===== src/rtl/lane_rr_scheduler_if.sv =====
// Lane-side request/data bus plus the shared downstream channel of the round-robin lane scheduler.
interface lane_rr_scheduler_if #(
    parameter int P  = 4,
    parameter int DW = 8
);
    localparam int SW = (P > 1) ? $clog2(P) : 1;

    logic [P-1:0]    req_i;
    logic [P-1:0]    last_i;
    logic [P*DW-1:0] data_i;
    logic [P-1:0]    ack_o;
    logic            out_valid_o;
    logic            out_ready_i;
    logic [DW-1:0]   out_data_o;
    logic [SW-1:0]   out_src_o;
    logic            out_last_o;
    logic            busy_o;

    modport slave (
        input  req_i, last_i, data_i, out_ready_i,
        output ack_o, out_valid_o, out_data_o, out_src_o, out_last_o, busy_o
    );

    modport master (
        output req_i, last_i, data_i, out_ready_i,
        input  ack_o, out_valid_o, out_data_o, out_src_o, out_last_o, busy_o
    );
endinterface


===== src/rtl/lane_rr_scheduler.sv =====
// Round-robin burst scheduler: request -> grant one cycle later, one IDLE bubble after each release.
// Backpressure: out_ready_i low holds the grant and data; ack_o follows out_ready_i combinationally.
module lane_rr_scheduler #(
    parameter int P         = 4,
    parameter int DW        = 8,
    parameter int MAX_BEATS = 16
) (
    input  logic                 clk,
    input  logic                 rst,
    lane_rr_scheduler_if.slave   bus
);
    localparam int SW = (P > 1) ? $clog2(P) : 1;
    localparam int BW = $clog2(MAX_BEATS + 1);

    typedef enum logic {IDLE, BUSY} state_t;

    state_t        r_state;
    logic [SW-1:0] r_sel;
    logic [SW-1:0] r_ptr;
    logic [BW-1:0] r_beats;

    logic          w_busy;
    logic          w_valid;
    logic          w_xfer;
    logic          w_last;
    logic          w_any_req;
    logic          w_hit_hi;
    logic [SW-1:0] w_pick_hi;
    logic [SW-1:0] w_pick_any;
    logic [SW-1:0] w_pick;
    logic [P-1:0]  w_gnt;
    logic [P-1:0]  w_ack;
    logic [P-1:0]  w_lane_vld;
    logic [P-1:0]  w_lane_lst;
    logic [DW-1:0] w_lane_dat [P];
    logic [DW-1:0] w_dat;

    assign w_busy = (r_state == BUSY);

    genvar k;
    generate
        for (k = 0; k < P; k++) begin : g_lane
            assign w_gnt[k]      = w_busy && (r_sel == SW'(k));
            assign w_ack[k]      = w_gnt[k] & w_xfer;
            assign w_lane_vld[k] = w_gnt[k] & bus.req_i[k];
            assign w_lane_lst[k] = w_gnt[k] & bus.last_i[k];
            assign w_lane_dat[k] = w_gnt[k] ? bus.data_i[k*DW +: DW] : '0;
        end
    endgenerate

    always_comb begin
        w_dat = '0;
        for (int i = 0; i < P; i++) begin
            w_dat = w_dat | w_lane_dat[i];
        end
    end

    assign w_valid = |w_lane_vld;
    assign w_last  = w_valid & ((|w_lane_lst) | (r_beats == BW'(MAX_BEATS - 1)));
    assign w_xfer  = w_valid & bus.out_ready_i;

    // Rotating priority: lowest requester at or above ptr, else lowest overall (wrap).
    always_comb begin
        w_hit_hi   = 1'b0;
        w_pick_hi  = '0;
        w_pick_any = '0;
        for (int j = P - 1; j >= 0; j--) begin
            if (bus.req_i[j]) begin
                w_pick_any = SW'(j);
            end
            if (bus.req_i[j] && (SW'(j) >= r_ptr)) begin
                w_hit_hi  = 1'b1;
                w_pick_hi = SW'(j);
            end
        end
        w_pick = w_hit_hi ? w_pick_hi : w_pick_any;
    end

    assign w_any_req = |bus.req_i;

    always_ff @(posedge clk) begin
        if (rst) begin
            r_state <= IDLE;
            r_sel   <= '0;
            r_ptr   <= '0;
            r_beats <= '0;
        end else begin
            case (r_state)
                IDLE: begin
                    if (w_any_req) begin
                        r_sel   <= w_pick;
                        r_state <= BUSY;
                        r_beats <= '0;
                    end
                end
                BUSY: begin
                    if (w_xfer) begin
                        if (w_last) begin
                            r_state <= IDLE;
                            r_ptr   <= (r_sel == SW'(P - 1)) ? '0 : r_sel + 1'b1;
                            r_beats <= '0;
                        end else begin
                            r_beats <= r_beats + 1'b1;
                        end
                    end
                end
                default: r_state <= IDLE;
            endcase
        end
    end

    assign bus.ack_o       = w_ack;
    assign bus.out_valid_o = w_valid;
    assign bus.out_data_o  = w_dat;
    assign bus.out_src_o   = w_busy ? r_sel : '0;
    assign bus.out_last_o  = w_last;
    assign bus.busy_o      = w_busy;
endmodule


===== src/flat_wrapper.sv =====
// flat-port wrapper written by rule: the top's interface ports become plain ports
module lane_rr_scheduler_flat 
#(
    parameter int P         = 4,
    parameter int DW        = 8,
    parameter int MAX_BEATS = 16
)
  (clk, rst, bus_req_i, bus_last_i, bus_data_i, bus_out_ready_i, bus_ack_o, bus_out_valid_o, bus_out_data_o, bus_out_src_o, bus_out_last_o, bus_busy_o);
  lane_rr_scheduler_if #(.P(P), .DW(DW)) bus_i ();
  input  logic clk;
  input  logic rst;
  input wire logic [$bits(bus_i.req_i)-1:0] bus_req_i;
  input wire logic [$bits(bus_i.last_i)-1:0] bus_last_i;
  input wire logic [$bits(bus_i.data_i)-1:0] bus_data_i;
  input wire logic [$bits(bus_i.out_ready_i)-1:0] bus_out_ready_i;
  output wire logic [$bits(bus_i.ack_o)-1:0] bus_ack_o;
  output wire logic [$bits(bus_i.out_valid_o)-1:0] bus_out_valid_o;
  output wire logic [$bits(bus_i.out_data_o)-1:0] bus_out_data_o;
  output wire logic [$bits(bus_i.out_src_o)-1:0] bus_out_src_o;
  output wire logic [$bits(bus_i.out_last_o)-1:0] bus_out_last_o;
  output wire logic [$bits(bus_i.busy_o)-1:0] bus_busy_o;
  assign bus_i.req_i = bus_req_i;
  assign bus_i.last_i = bus_last_i;
  assign bus_i.data_i = bus_data_i;
  assign bus_i.out_ready_i = bus_out_ready_i;
  assign bus_ack_o = bus_i.ack_o;
  assign bus_out_valid_o = bus_i.out_valid_o;
  assign bus_out_data_o = bus_i.out_data_o;
  assign bus_out_src_o = bus_i.out_src_o;
  assign bus_out_last_o = bus_i.out_last_o;
  assign bus_busy_o = bus_i.busy_o;
  lane_rr_scheduler #(.P(P), .DW(DW), .MAX_BEATS(MAX_BEATS)) u_core (.clk(clk), .rst(rst), .bus(bus_i));
endmodule

===== config.mk =====
export PLATFORM = sky130hd
export DESIGN_NAME = lane_rr_scheduler_flat
export DESIGN_NICKNAME = d
export VERILOG_FILES = /design/src/rtl/lane_rr_scheduler_if.sv /design/src/rtl/lane_rr_scheduler.sv /design/src/flat_wrapper.sv
export SDC_FILE = /design/constraint.sdc
export NUM_CORES = 1
export LEC_CHECK = 0
export CAP_MARGIN = 20
export CORE_AREA = 4 4 56 58
export DETAILED_ROUTE_END_ITERATION = 12
export DIE_AREA = 0 0 60 62
export GPL_ROUTABILITY_DRIVEN = 0
export PLACE_DENSITY = 0.82
export SYNTH_ARGS = -nofsm -noshare
export SYNTH_HDL_FRONTEND = slang
export SYNTH_SLANG_ARGS = --single-unit

===== constraint.sdc =====
create_clock -name clk -period 2.15 [get_ports clk]
set_input_delay 0.43 -clock clk [delete_from_list [all_inputs] [get_ports clk]]
set_output_delay 0.43 -clock clk [all_outputs]
set_load 0.02 [all_outputs]

==> results of run 1 <==
-- metrics by stage --
step	TNS, ps	std cells	cell area [um^2]	setup slack (ps)
2_1_floorplan	0	115	885	86.5
3_3_place_gp	-2780	218	1630	-446
3_5_place_dp	-3480	218	1630	-545
4_1_cts	-1.24	222	1650	-1.24
5_1_grt	-40.3	221	1700	-20.9
6_report	0	221	1700	66.3
-- cells by family (layout without fill, tap and decap cells) --
logic type               count (synthesis)  in the layout  share of synthesized area
AO/OA/AOI/OAI                           47             47                      0.361
AND/OR/NAND/NOR                         38             38                      0.248
buffers and inverters                   13             88                     0.0693
flip-flops                              10             10                      0.226
adder cells (fa/ha/maj)                  6              6                     0.0849
multiplexers                             1              1                     0.0113
-- layer usage --
layer  GRT usage  share of wire
met1       0.205           0.37
met2       0.384           0.49
met3      0.0558           0.13
met4      0.0475         0.0048
met5           0              0
-- power by group through the flow --
stage	combinational (uW)	sequential, uW	clock [uW]
floorplan	105	201	0
CTS	265	197	180
global placement	266	200	0
global route	297	199	191
detailed placement	273	201	0
finish	277	198	174
-- worst register-to-register path, stage by stage (launching register included) --
cell and delay, ps:
dfxtp_1 350, ha_1 210, and3_1 170, ha_1 150, a21oi_2 40, and2_4 170
buf_4 170, or4_1 470, a21oi_1 140
-- worst min path at each step --
stage                      startpoint                end  slack, ps
floorplan           u_core.r_beats[4]  u_core.r_beats[4]        450
CTS                 u_core.r_beats[4]  u_core.r_beats[4]        500
global placement    u_core.r_beats[4]  u_core.r_beats[4]        450
detailed placement  u_core.r_beats[4]  u_core.r_beats[4]        480
global route        u_core.r_beats[4]  u_core.r_beats[4]        540
finish              u_core.r_beats[4]  u_core.r_beats[4]        500
-- synthesized netlist by cell type, types with 2 or more instances --
| library cell | count |
|---|---|
| a21boi_0 | 9 |
| a21oi_1 | 12 |
| a22oi_1 | 18 |
| a31oi_1 | 2 |
| and2_1 | 7 |
| buf_2 | 4 |
| clkbuf_1 | 3 |
| dfxtp_1 | 10 |
| ha_1 | 6 |
| inv_1 | 4 |
| nand2_1 | 4 |
| nand3_1 | 8 |
| nand3b_1 | 3 |
| nand4b_1 | 2 |
| nor2_1 | 4 |
| nor2b_1 | 2 |
| o21ai_0 | 2 |
| or4_1 | 2 |
-- cell type report --
class	count	area (um^2)	area share
multi-input combinational	92	694	0.409
sequential	10	208	0.122
timing repair buffer	80	701	0.413
inverter	4	20.0	0.0118
tap	31	38.8	0.0228
clock buffer	4	36.3	0.0214
-- registers in the layout, indices dropped and copies added, names as in the netlist --
| register | count |
|---|---|
| u_core.r_beats | 5 |
| u_core.bus.busy_o | 1 |
| u_core.r_sel | 2 |
| u_core.r_ptr | 2 |
-- timing repair --
action | 4_1_cts | 5_1_grt
setup endpoints to repair | 14 | 13
cloned | 0 | 0
gates resized for setup | 72 | 26
pin swaps | 2 | 7
==> key figures, run 1 <==
Logic synthesis
  – Synth area leader: dfxtp_1
  – Post-synthesis async set-or-reset flop share: 0
  – Main area contributors after synthesis: dfxtp_1 23%, a22oi_1 15%, ha_1 8.5%
  – Synth top area share: 0.226
  – Part of the Yosys area used for sequential elements: 0.226
  – Ys Warns: 0
  – Top FF cell, synth: dfxtp_1
  – Seq cells post-synth: 10
  – Area of the mapped netlist: 885 um^2
  – Syn Area/Cell: 7.69 um^2
  – Synthesized net count: 164
  – Synth cell types: 31
  – Post-synthesis cell count: 115
  – EDFF count, synth: 0

Floorplan
  – Die height: 62 um
  – Area of the core: 0.00266 mm^2
  – I/O pin cnt: 60
  – Die W: 60 um
  – Die area: 0.00372 mm^2
  – Placement Rows: 19
  – Initial Util: 0.332

Route
  – Drt first pass iters: 4
  – DR WL/cell: 16.9 um
  – Via count: 1252
  – Final wirelength: 3730 um
  – Antenna Nets Post-Route: 0
  – Initial drt markers: 65
  – DRC: 0
  – Vias/cell: 5.67

Critical path
  – Slowest CP cell: dfxtp_4
  – Worst Path Buf+Inv: 3
  – Critical Path Source Type: flip-flop
  – Crit-path leading delay family: flip-flops
  – CP startpoint: u_core.r_sel[1]
  – Crit-path cells: inv_4 > ha_4 > buf_6 > a222oi_1 > and2_4 > nor2b_2 > buf_6
  – Worst Path Max Fanout: 5
  – WS Path Type: flip-flop to output port
  – Setup crit end: bus_out_last_o
  – WP data required: 1720 ps
  – Largest stage delay, worst path: 400 ps
  – Most frequent cell on the critical path: buf_6
  – RR Startpoint: u_core.r_beats[0]
  – CP endpoint kind: output port
  – Setup slack, reg-to-reg: 210 ps
  – Worst reg2reg path depth: 8
  – Arrival @ worst endpoint: 1650 ps
  – Crit Reg-Reg Endpoint: u_core.r_ptr[0]
  – Worst path depth: 7

Min path
  – Hold path cells: 2
  – Hold Crit Class: flip-flop to flip-flop

Global routing
  – Vias in the first global route: 1197
  – Gr usage total: 0.196
  – Grt ovf: 0
  – Antenna violations before repair: 0
  – First-pass GRT wire length: 5470 um
  – Largest net degree at the start of global routing: 13

Power
  – Internal power: 446 uW
  – Reg power frac: 0.305
  – VDD IR max: 0.000361 V
  – Sw Share: 0.312
  – Cell Pwr Density: 382 mW/mm^2
  – Power share of the clock group: 0.269
  – Pleak: 0.000663 uW
  – Net switching power figure: 202 uW
  – Combinational share of power: 0.427
  – Power, Total: 648 uW

Placed design
  – Port Buffers: 59
  – Detail Placement HPWL: 2840 um

Timing
  – Fin crit period: 2080 ps
  – FMAX: 480 MHz
  – Clock Skews: 3.41 ps
  – Fin Hold WS: 504 ps
  – Tcrit/Tclk final: 0.969
  – Final Max Tran Viols: 0
  – Count of final setup violators: 0
  – RSZ-0062 raised after global routing: yes
  – Hold Fails Final Rpt: 0
  – Relative slew slack: 0.692
  – Worst-Margin Slew: 458 ps

Clock tree
  – Clk_lat worst skew: 270 ps
  – Post-CTS Setup Repair Bufs: 0
  – Clock Sinks: 10
  – CTS buffer count: 3
  – CTS tree: built
  – Reg clk slew, reported paths: 70 ps
  – H-tree depth: 1
  – Clock root buffer: clkbuf_4
  – Maximum buffer depth of the clock tree: 2
  – Cts hold-fix bufs: 0

Run status
  – Status: complete, no violations

Layout
  – Most frequent cells in the layout: 43 x clkdlybuf4s50_1, 21 x buf_4, 15 x a22oi_1, 10 x a21oi_1, 10 x buf_2
  – Antenna cells: 0
  – Most common cell after layout, fill and taps aside: clkdlybuf4s50_1
  – Fill cells: 221
  – Area grow syn2layout: 91.9%
  – Final Core Density: 0.638
  – Final #Nets: 240
  – Share of cells above drive strength 1: 0.289

Flow run
  – Max-cap viol count: 0
No activity file was read; power rests on OpenSTA's default activity.
==> run 2: changes to the inputs <==
- SKIP_CTS_REPAIR_TIMING: unset -> 1
- SKIP_LAST_GASP: unset -> 1
==> key figures, run 2 (synthesis results as in run 1) <==
Route
  – Antenna Nets Post-Route: 0
  – Via count: 1269
  – Drt first pass iters: 4
  – Final wirelength: 3780 um
  – DRC: 0
  – Initial drt markers: 86
  – Vias/cell: 5.69
  – DR WL/cell: 17.0 um

Critical path
  – Crit-path cells: clkdlybuf4s50_1 > a22oi_2 > a21oi_2 > buf_4 > and2_1 > buf_4
  – Worst Path Max Fanout: 5
  – Crit-path leading delay family: buffers and inverters
  – Arrival @ worst endpoint: 1680 ps
  – CP endpoint kind: output port
  – Worst reg2reg path depth: 8
  – Most frequent cell on the critical path: buf_4
  – Setup slack, reg-to-reg: 240 ps
  – Crit Reg-Reg Endpoint: u_core.r_ptr[0]
  – Critical Path Source Type: primary input
  – WP data required: 1720 ps
  – Worst Path Buf+Inv: 3
  – Slowest CP cell: clkdlybuf4s50_1
  – WS Path Type: primary input to output port
  – RR Startpoint: u_core.r_beats[1]
  – Largest stage delay, worst path: 440 ps

Timing
  – Post-route setup TNS: 0 ps
  – Fin crit period: 2110 ps
  – Relative slew slack: 0.688
  – Final WS setup: 42.8 ps
  – Worst-Margin Slew: 463 ps
  – Hold Fails Final Rpt: 0
  – Tcrit/Tclk final: 0.980
  – Clock Skews: 0.277 ps
  – FMAX: 475 MHz
  – Final Max Tran Viols: 0
  – RSZ-0062 raised after global routing: yes
  – Count of final setup violators: 0

Layout
  – Final Core Density: 0.641
  – Most frequent cells in the layout: 43 x clkdlybuf4s50_1, 23 x buf_4, 16 x a22oi_1, 11 x clkbuf_2, 10 x a21oi_1
  – Non-Filler Cell Area, Final: 0.00171 mm^2
  – Reg with most FFs: u_core.r_beats
  – Antenna cells: 0
  – Biggest regs: u_core.r_beats: 5 flops, u_core.r_ptr: 2 flops, u_core.r_sel: 2 flops
  – Final #Nets: 242
  – Area grow syn2layout: 92.9%
  – Max reg flops: 5
  – Share of cells above drive strength 1: 0.281
  – Most common cell after layout, fill and taps aside: clkdlybuf4s50_1

Clock tree
  – CTS buffer count: 3
  – Maximum buffer depth of the clock tree: 2
  – CTS tree: built
  – Clk_lat worst skew: 270 ps
  – Reg clk slew, reported paths: 70 ps
  – Clock Sinks: 10
  – H-tree depth: 1
  – Clock root buffer: clkbuf_4

Floorplan
  – I/O pin cnt: 60
  – Die W: 60 um
  – Area of the core: 0.00266 mm^2
  – Die height: 62 um
  – Placement Rows: 19
  – Initial Util: 0.332
  – Die area: 0.00372 mm^2

Placed design
  – Detail Placement HPWL: 2840 um
  – Placed inst area: 0.00163 mm^2
  – Place WS: -545 ps
  – Port Buffers: 59

Global routing
  – Met3 GRT Util: 0.0558
  – Vias in the first global route: 1174
  – Met1 usage: 0.199
  – Largest net degree at the start of global routing: 13
  – First-pass GRT wire length: 5320 um
  – Grt ovf: 0
  – Antenna violations before repair: 0
  – Gr usage total: 0.190
  – Busiest grt layer: met2
  – Grt met2 use: 0.367

Power
  – VDD IR max: 0.000358 V
  – Pleak: 0.000694 uW
  – Power, Total: 650 uW
  – Cell Pwr Density: 381 mW/mm^2

Min path
  – Hold path startpoint: u_core.r_beats[4]
  – Hold Crit Class: flip-flop to flip-flop
  – Worst Hold Path EP: u_core.r_beats[4]
  – Hold path cells: 2

Flow run
  – Max-cap viol count: 0

Run status
  – Status: complete, no violations
==> run 2: cell types whose count changed in the layout (fill, tap and decap cells not counted), moves of 2 or more <==
cell / before / now
dlymetal6s2s_1: 0 / 3
buf_4: 21 / 23
buf_2: 10 / 0
clkbuf_2: 0 / 11
dlygate4sd2_1: 2 / 0
==> run 2: layer usage <==
layer | routed length, um | up-vias
met1 | 1430 | 589
met4 | 12 | 0
met5 | 0 | -
met3 | 466 | 4
met2 | 1870 | 78
li1 | - | 598
==> run 2: power by group <==
part	switching [uW]	leakage, uW	total (uW)	internal, uW
clock network	69.5	0.0000210	172	103
registers	8.70	0.0000827	198	189
logic	123	0.000591	280	157
total	201	0.000694	650	449
==> run 2: per-stage QoR <==
step | hold slack (ps) | cells
2_1_floorplan | 448 | 115
3_3_place_gp | 454 | 218
3_5_place_dp | 483 | 218
4_1_cts | 502 | 222
5_1_grt | 525 | 223
6_report | 484 | 223
==> run 2: final cells by class <==
cell class,instances,area (um^2)
fillers,221,956
repair buffers,82,718
multi-input cells,92,686
flip-flops and latches,10,208
well taps,31,38.8
clock buffers,4,36.3
inverters,4,20.0
==> run 2: worst max-delay path by stage <==
stage                         start        endpoint  slack, ps  cells after the start
finish                 bus_req_i[1]    bus_ack_o[3]         40                      6
detailed placement     bus_req_i[0]    bus_ack_o[3]       -540                      6
CTS                 u_core.r_sel[0]    bus_ack_o[3]       -580                      7
floorplan           u_core.r_sel[0]  bus_out_last_o         90                      6
global route        u_core.r_sel[0]    bus_ack_o[3]        -20                      7
global placement       bus_req_i[0]    bus_ack_o[2]       -450                      6
==> run 2: worst register-to-register path, cell delays in order (launching register included) <==
cell     delay, ps
dfxtp_1        350
ha_1           210
and3_1         170
ha_1           150
a21oi_2         40
and2_4         140
buf_4          170
or4_1          470
a21oi_1        140
==> edit, RTL diff (settings of run 1) <==
`DW` is set to 8 in 3 places; all go to 7.
--- a/src/rtl/lane_rr_scheduler_if.sv
+++ b/src/rtl/lane_rr_scheduler_if.sv
@@ -1,7 +1,7 @@
 // Lane-side request/data bus plus the shared downstream channel of the round-robin lane scheduler.
 interface lane_rr_scheduler_if #(
     parameter int P  = 4,
-    parameter int DW = 8
+    parameter int DW = 7
 );
     localparam int SW = (P > 1) ? $clog2(P) : 1;
 
--- a/src/rtl/lane_rr_scheduler.sv
+++ b/src/rtl/lane_rr_scheduler.sv
@@ -2,7 +2,7 @@
 // Backpressure: out_ready_i low holds the grant and data; ack_o follows out_ready_i combinationally.
 module lane_rr_scheduler #(
     parameter int P         = 4,
-    parameter int DW        = 8,
+    parameter int DW        = 7,
     parameter int MAX_BEATS = 16
 ) (
     input  logic                 clk,
--- a/src/flat_wrapper.sv
+++ b/src/flat_wrapper.sv
@@ -2,7 +2,7 @@
 module lane_rr_scheduler_flat 
 #(
     parameter int P         = 4,
-    parameter int DW        = 8,
+    parameter int DW        = 7,
     parameter int MAX_BEATS = 16
 )
   (clk, rst, bus_req_i, bus_last_i, bus_data_i, bus_out_ready_i, bus_ack_o, bus_out_valid_o, bus_out_data_o, bus_out_src_o, bus_out_last_o, bus_busy_o);
Ports: changed (resized bus_data_i and bus_out_data_o); port bits go from 60 to 55. The function was not compared with the original's and may differ.
==> edit against run 1 <==
Sequential share of layout area rose by 0.79 points. Design area fell by 7.2%. Total power fell by 5.1%. Non-clock buffer count fell by 5. Count of clock-buffer cells in the layout did not move. Wire length fell by 9.2%. Setup slack got worse by 0.0038 ns. Critical endpoint is now bus_ack_o[2]. Register-to-register slack improved by 0.03 ns. Area after synthesis fell by 2.4%. Sequential cell count did not move.
==> edit: results (changes against run 1) <==
stage	metric	value	unit	change
drt	met3 wire len	464	um	was 490 um
global_routing	vias in the first global route	1127		was 1197
worst_setup_path	CP Data Arrival Time	1.66	ns	
clocking	clk root buf	clkbuf_4		unchanged
clocking	post-CTS resize count	32		was 72
placement	IO buf count	54		was 59
placement	Post-Place Worst Slack	-0.429	ns	was -0.545 ns
final_layout	share of layout cells above drive strength 1	0.275		was 0.289
synth	mux share of post-synthesis cell area	0.0116		was 0.0113
global_routing	grt met3 use	0.0351		was 0.0558
synth	top cells by count, synth	a22oi_1, a21oi_1, dfxtp_1, a21boi_0, nand3_1		unchanged
power	Leakage	0.623	nW	was 0.663 nW
hold_path	hold path depth	2		unchanged
final_layout	fin nets	228		was 240
synth	xor and xnor area share after synthesis	0		unchanged
global_routing	first-pass GRT wire length	4880	um	was 5470 um
clocking	Worst-Skew Late Latency	0.26	ns	
worst_setup_path	end of the critical path	bus_ack_o[2]		was bus_out_last_o
worst_setup_path	Largest stage delay, worst path	0.51	ns	was 0.40 ns
synth	Synth Area in Compound Gates	0.343		was 0.361
hold_path	Tightest Hold Check Type	reg -> reg		unchanged
sta	crit share post-route	0.971		was 0.969
sta	Clock Skew	0.000567	ns	was 0.00341 ns
global_routing	initial antenna violation count	0		unchanged
worst_setup_path	worst r2r src	u_core.r_beats[0]		unchanged
synth	Area contributors post-synth	dfxtp_1, a22oi_1, ha_1		unchanged
drt	DR vias	1177		was 1252
power	Max VDD drop	0.000373	V	was 0.000361 V
synth	Synth cell types	31		unchanged
drt	Iteration-0 DRC Markers	97		was 65
worst_setup_path	CP startpoint	bus_req_i[1]		was u_core.r_sel[1]
outcome	status	completed		unchanged
synth	ys async rst share	0		unchanged
sta	worst-margin pin slew	0.391	ns	was 0.458 ns
global_routing	grt met1 use	0.176		was 0.205
job	max_cap viols	0		unchanged
drt	WL met1	1270	um	was 1390 um
placement	hpwl dp	2670	um	was 2840 um
drt	Routed wire per std cell	15.9	um	was 16.9 um
global_routing	M2 GR Usage	0.347		was 0.384
synth	Seq/Total Area, Yosys	0.232		was 0.226
clocking	Num CTS Buffers	3		unchanged
final_layout	fillers	244		was 221
worst_setup_path	r2r setup slk	0.24	ns	was 0.21 ns
drt	highest metal used	met4		unchanged
synth	Ys Warns	0		unchanged
worst_setup_path	highest-delay cell along the critical path	clkdlybuf4s50_1		was dfxtp_4
worst_setup_path	Worst Reg-to-Reg Cells	8		unchanged
synth	syn_nets	157		was 164
drt	routed wl met2	1600	um	was 1830 um
synth	adder-cell share of the synthesized area	0.0870		was 0.0849
clocking	H-tree lvl count	1		unchanged
global_routing	largest net degree at the start of global routing	14		was 13
global_routing	GRT Overall Usage	0.169		was 0.196
## edit: changes by cell type in the layout (fill, tap and decap cells not counted), moves of 3 or more
cell and change:
ha_2 +3, a21boi_1 -4, clkdlybuf4s50_1 -3, a21boi_0 +3
buf_2 -5, buf_6 -3, ha_4 -3, clkbuf_2 +7
## edit: logic make-up after synthesis
| kind of cell | count (synthesis) |
|---|---|
| mux | 1 |
| buf+inv | 13 |
| compound gates | 44 |
| simple gates | 38 |
| flops | 10 |
| fa+ha+maj | 6 |
## edit: final cells by class
class,instances,area [um2],share of cell area
well taps,31,38.8,0.0246
multi-input cells,89,642,0.407
repair buffers,75,638,0.405
flip-flops and latches,10,205,0.130
clock buffers,4,36.3,0.0230
inverters,4,15.0,0.00953
## edit: worst max-delay path, delay by kind of cell
family          cells  cell delay (ns)
compound gates      2             0.25
buf+inv             3             0.83
simple gates        1             0.15
## edit: worst min path at each step
stage | startpoint | endpoint | slack (ns)
6_report | u_core.r_beats[4] | u_core.r_beats[4] | 0.49
5_1_grt | u_core.r_beats[4] | u_core.r_beats[4] | 0.50
4_1_cts | u_core.r_beats[4] | u_core.r_beats[4] | 0.50
3_5_place_dp | u_core.r_beats[4] | u_core.r_beats[4] | 0.49
3_3_place_gp | u_core.r_beats[4] | u_core.r_beats[4] | 0.46
2_1_floorplan | u_core.r_beats[4] | u_core.r_beats[4] | 0.45
## edit: where the power goes
part / switching (mW) / internal [mW]
logic: 0.113 / 0.139
clock network: 0.0648 / 0.103
registers: 0.00503 / 0.190
total: 0.183 / 0.432
## edit: through the flow
step,cell area [um2],std cells
2_1_floorplan,863,112
3_3_place_gp,1550,208
3_5_place_dp,1550,208
5_1_grt,1580,213
4_1_cts,1600,212
6_report,1580,213
